$ cat config.mk
export PLATFORM = sky130hd
export DESIGN_NAME = mem_arbiter
export DESIGN_NICKNAME = d
export VERILOG_FILES = /design/src/rtl/mem_arbiter.sv
export SDC_FILE = /design/constraint.sdc
export NUM_CORES = 1
export LEC_CHECK = 0
export ABC_AREA = 0
export CAP_MARGIN = 20
export CORE_MARGIN = 4
export CORE_UTILIZATION = 36
export CTS_CLUSTER_DIAMETER = 120
export DETAILED_ROUTE_END_ITERATION = 8
export HOLD_SLACK_MARGIN = 0.03
export PLACE_DENSITY = 0.82
export SETUP_SLACK_MARGIN = 0.15
export SYNTH_ARGS = -nofsm -noshare
export SYNTH_HDL_FRONTEND = slang
export SYNTH_SLANG_ARGS = --single-unit
$ cat constraint.sdc
create_clock -name clk -period 3.81 [get_ports clk]
set_input_delay 0.762 -clock clk [delete_from_list [all_inputs] [get_ports clk]]
set_output_delay 0.762 -clock clk [all_outputs]
set_load 0.05 [all_outputs]
$ cat src/rtl/mem_arbiter.sv
// Two-port (instruction fetch / load-store) arbiter onto one shared memory port, with ack timeout.
// Optional tie-break fairness: define MEM_ARB_ROUND_ROBIN_EN (default: data side always wins ties).
module mem_arbiter #(
    parameter int TIMEOUT = 1023
) (
    input  logic        clk,
    input  logic        reset,
    input  logic [31:0] inst_addr,
    input  logic        inst_req,
    output logic        inst_ack,
    output logic [31:0] inst_q,
    input  logic [31:0] data_addr,
    input  logic [31:0] data_data,
    input  logic        data_wren,
    input  logic [3:0]  data_mask,
    input  logic        data_req,
    output logic        data_ack,
    output logic [31:0] data_q,
    output logic [31:0] mem_addr,
    output logic [31:0] mem_data,
    output logic        mem_wren,
    output logic [3:0]  mem_mask,
    output logic        mem_req,
    input  logic        mem_ack,
    input  logic [31:0] mem_q,
    output logic        bus_error,
    output logic [1:0]  dbg_state
);

    // Handshake: a requester holds req and a stable payload until it sees a one-cycle ack;
    // the memory side sees mem_req high for the whole grant and answers with a one-cycle mem_ack.
    localparam logic [1:0] IDLE     = 2'd0;
    localparam logic [1:0] GNT_INST = 2'd1;
    localparam logic [1:0] GNT_DATA = 2'd2;

    localparam int CW = (TIMEOUT > 0) ? $clog2(TIMEOUT + 1) : 1;
    localparam logic [CW-1:0] LIMIT = CW'(TIMEOUT);

    logic [1:0]    state;
    logic [1:0]    state_nxt;
    logic [CW-1:0] cnt;
    logic          granted;
    logic          expire;
    logic          pick_data;
    logic [31:0]   addr_r;
    logic [31:0]   data_r;
    logic          wren_r;
    logic [3:0]    mask_r;

    assign granted = (state != IDLE);
    assign expire  = granted && (TIMEOUT > 0) && (cnt == LIMIT);

`ifdef MEM_ARB_ROUND_ROBIN_EN
    logic last_data;

    // On a tie, the side that did not win last time goes next; reset favours data first.
    assign pick_data = data_req && (!inst_req || !last_data);

    always_ff @(posedge clk) begin
        if (reset) begin
            last_data <= 1'b0;
        end else if (state == IDLE && (inst_req || data_req)) begin
            last_data <= pick_data;
        end
    end
`else
    assign pick_data = data_req;
`endif

    always_comb begin
        state_nxt = state;
        case (state)
            IDLE: begin
                if (pick_data) begin
                    state_nxt = GNT_DATA;
                end else if (inst_req) begin
                    state_nxt = GNT_INST;
                end
            end
            GNT_INST, GNT_DATA: begin
                if (mem_ack || expire) begin
                    state_nxt = IDLE;
                end
            end
            default: state_nxt = IDLE;
        endcase
    end

    always_ff @(posedge clk) begin
        if (reset) begin
            state  <= IDLE;
            cnt    <= '0;
            addr_r <= '0;
            data_r <= '0;
            wren_r <= 1'b0;
            mask_r <= '0;
        end else begin
            state <= state_nxt;
            if (state == IDLE) begin
                cnt <= '0;
                if (state_nxt == GNT_DATA) begin
                    addr_r <= data_addr;
                    data_r <= data_data;
                    wren_r <= data_wren;
                    mask_r <= data_mask;
                end else if (state_nxt == GNT_INST) begin
                    addr_r <= inst_addr;
                    data_r <= '0;
                    wren_r <= 1'b0;
                    mask_r <= 4'hF;
                end
            end else if (!mem_ack && cnt != LIMIT) begin
                // Saturates at LIMIT so a disabled timeout never wraps.
                cnt <= cnt + 1'b1;
            end
        end
    end

    assign mem_req   = granted;
    assign mem_addr  = addr_r;
    assign mem_data  = data_r;
    assign mem_mask  = mask_r;
    assign mem_wren  = (state == GNT_DATA) && wren_r;

    // A transaction caught by reset is abandoned silently.
    assign inst_ack  = (state == GNT_INST) && (mem_ack || expire) && !reset;
    assign data_ack  = (state == GNT_DATA) && (mem_ack || expire) && !reset;
    assign inst_q    = ((state == GNT_INST) && mem_ack && !reset) ? mem_q : 32'h0;
    assign data_q    = ((state == GNT_DATA) && mem_ack && !reset) ? mem_q : 32'h0;
    assign bus_error = expire && !mem_ack && !reset;
    assign dbg_state = state;

endmodule
==> run summary <==
The post-detailed-route via-to-cell ratio came out at 5.19. The die span in y is 114 µm. No sink is reached through more buffers than the 2 on the longest clock path. The post-synthesis cell area came out at 4030 µm².

For this run the aggregate overflow at the end of global routing stands at 0. The final HPWL from detailed placement is 12300 µm. The area growth from synthesis to layout is 71.0%. Combinational cells account for 41.9% of the total power. The placer's final routability congestion estimate is 0.875. The number of failing hold endpoints at the final stage came out at 0. The total setup violations reported at the end of the flow is 0. The max-slew headroom at the worst pin came out at 45.6%.

The initial utilization of the core area, before any placement, comes to 37.0%. The count of standard-cell rows came out at 38. The H-tree was split into 3 levels. The region available for standard cell placement spans 10900 µm².

Along the worst hold path, the cell count comes to 2. The switching fraction of total power came out at 39.8%. The flow ran to the end, and the final reports show no timing, DRC or antenna violations. Setup repair after global routing left no endpoint under its margin. The clock root buffer master is sky130_fd_sc_hd__clkbuf_8. Clock latency on the worst-skew pair, taken at its later pin, is 0.35 ns. The total routing usage reported by global routing is 23.9%. STA classifies the critical path endpoint as an output port.

The leakage component of the power came out at 2.60 nW. The post-detailed-route DRC marker count came out at 0. Summed over all nets, the switching power comes to 1.13 mW. The number of global-route vias before repair is 4726. The pin count of the biggest net entering global routing is 72. The maximum frequency from static timing analysis came out at 0.285 GHz. The number of sinks on the clock net came out at 81.

The initial antenna violation count came to 3. The depth of the worst register-to-register path came out at 10. TritonCTS built the clock tree. The type of the worst setup path is register to output port.

The maximum fanout count along the critical path is 11. The endpoint required time on the critical path is 3.05 ns. The sequential element share of the synthesized area is 40.2%.

Pin placement for this block handled 277 I/O pins. sky130_fd_sc_hd__dfxtp_1 is the most common cell in the netlist. The share of post-route cells with drive strength above 1 came out at 13.8%. The total die area came out at 13000 µm².

The startpoint class of the critical path is a register. For this run, the post-layout net count is 902. The clock-pin slew of the registers on the worst-case setup and hold paths came out at 0.09 ns. The max-slew violation count came out at 0. Synthesis produced a netlist with a net count of 650.

The worst-case clock skew came out at 0.0114 ns. The distinct cell type count of the synthesized netlist is 43. In this run the worst hold path is classified as register to register.

In the finished design, the share of the clock period the worst path needs comes to 92.2%. The peak supply drop came out at 286 µV. Per report_power, the sequential group accounts for 35.2% of the total. In the synthesized netlist, the cells that appear most often are sky130_fd_sc_hd__dfxtp_1, sky130_fd_sc_hd__and2_1, sky130_fd_sc_hd__nand3_1.

The total negative setup slack is 0 ns. The wire length of the first global-routing pass is 24800 µm. Internal power comes to 1.71 mW.

The final standard cell area without fillers is 6900 µm². For this design the ratio of total power to cell area is 412 nW/µm². The fraction of post-synthesis cell area in the top cell type by area came out at 40.2%.

By area the synthesized netlist is led by sky130_fd_sc_hd__dfxtp_1, sky130_fd_sc_hd__and2_1, sky130_fd_sc_hd__nand3_1. The count of flip-flops with a built-in enable after synthesis came out at 0. The post-route minimum period came out at 3.51 ns.

The proportion of register bits with asynchronous set or reset after synthesis is 0%. The number of standard cells after synthesis came out at 506. The detailed router placed 4702 vias in this run. The horizontal die dimension is 114 µm. For this run, the leading register cell type out of synthesis is sky130_fd_sc_hd__dfxtp_1. For this design, the CTS-stage hold fixing added 0 buffers. In this run, synthesis produced a sequential element count of 81. The average instance area after synthesis is 7.97 µm².

The number of buffers created by CTS came out at 9. The number of search-and-repair iterations in the first detailed-routing pass is 4. Once detail routing completed, the nets flagged for antenna violations numbered 0.

The number of I/O port buffers is 276. The cell area after placement is 6690 µm². The portion of total power attributed to the clock network came out at 22.8%. The dominant cell type by area after synthesis is sky130_fd_sc_hd__dfxtp_1.

The data arrival at the endpoint of the critical path came out at 2.75 ns. After the first detailed-routing iteration, the DRC count stood at 410. The aggregate routed wire length came out at 16400 µm. The number of warning messages in the yosys log came out at 0. For the pin with the worst max-slew slack, the measured transition is 0.816 ns. The detail-routed net length per standard cell is 18.1 µm. Across the run, the number of max-cap violations was 0.
[worst max-delay path, cell delays in order (launching register included)]
cell and delay (ns):
sky130_fd_sc_hd__dfxtp_1 0.46, sky130_fd_sc_hd__inv_1 0.12, sky130_fd_sc_hd__ha_1 0.28, sky130_fd_sc_hd__or2_2 0.43
sky130_fd_sc_hd__nor4_1 0.25, sky130_fd_sc_hd__clkdlybuf4s50_1 0.86
[power groups by stage]
| stage | clock, mW | sequential (mW) | combinational, mW |
|---|---|---|---|
| final | 0.648 | 1.00 | 1.19 |
| after global routing | 0.705 | 1.01 | 1.26 |
| after CTS | 0.661 | 1.00 | 1.20 |
| after detailed placement | 0 | 1.02 | 1.19 |
| after global placement | 0 | 1.01 | 1.18 |
| after floorplan | 0 | 1.35 | 0.406 |
[final timing paths]
check                from      endpoint  slack (ns)
max          dbg_state[0]     bus_error        0.30
min          mem_data[27]  mem_data[27]        0.46
max reg2reg  dbg_state[0]  mem_data[19]        0.62
min reg2reg  mem_data[27]  mem_data[27]        0.46
[layout by cell type (no fill, tap or decap), drive strengths merged, types with 2 or more instances in the layout]
cell and n:
nor3b 6, dfxtp 81, a21oi 36, ha 6, nand4 3, xor2 3
diode 3, buf 73, nand2 40, o21ai 33, nor3 4, clkinvlp 2
xnor2 5, dlygate4sd2 2, and2 69, clkdlybuf4s50 212, nand3 67, inv 9
a311oi 33, clkbuf 11, nor4 2, nor2 51
[state kept, by name (all words and copies together), names as in the netlist]
name	count
wren_r	1
dbg_state	2
cnt	10
mem_data	32
mem_addr	32
mem_mask	4
[area by class of cell]
class                   instances  area, µm²
diodes                          3       7.51
clock buffers                  11        141
clock inverters                 5       62.6
fillers                       942       3990
inverters                       8       30.0
multi-input cells             371       2160
flip-flops and latches         81       1620
well taps                     140        175
repair buffers                287       2700
[per-layer routing]
layer | global-route usage, % | wire length (µm) | up-vias
li1 | - | - | 2255
met1 | 27.0 | 6190 | 2201
met2 | 42.8 | 8490 | 219
met3 | 5.41 | 1250 | 27
met4 | 10.8 | 458 | 0
met5 | 0 | 0 | -
[what timing repair did]
action	CTS	global route
setup buffers	0	0
gates resized for setup	2	0
endpoints found under the setup margin	2	0
[cells by family after synthesis]
family | synth area share [%]
AOI/OAI and AO/OA | 17.0
xor gates and xnor gates | 1.74
adders and majority gates | 1.86
buffers and inverters | 6.64
DFF | 40.2
muxes | 0.248
and+or+nand+nor | 32.3
[stage by stage]
stage                     hold slack (ns)  std cells  worst slack, ns  power, mW  utilization [%]
after global routing                0.476        906            0.165       2.97             63.3
after detailed placement            0.447        887            0.315       2.21             61.4
after floorplan                     0.427        506            0.199       1.75                -
after global placement              0.437        887            0.411       2.19             61.4
final                               0.459        906            0.296       2.84             63.3
after CTS                           0.460        903            0.283       2.86             63.3
No activity file was read; power rests on OpenSTA's default activity.
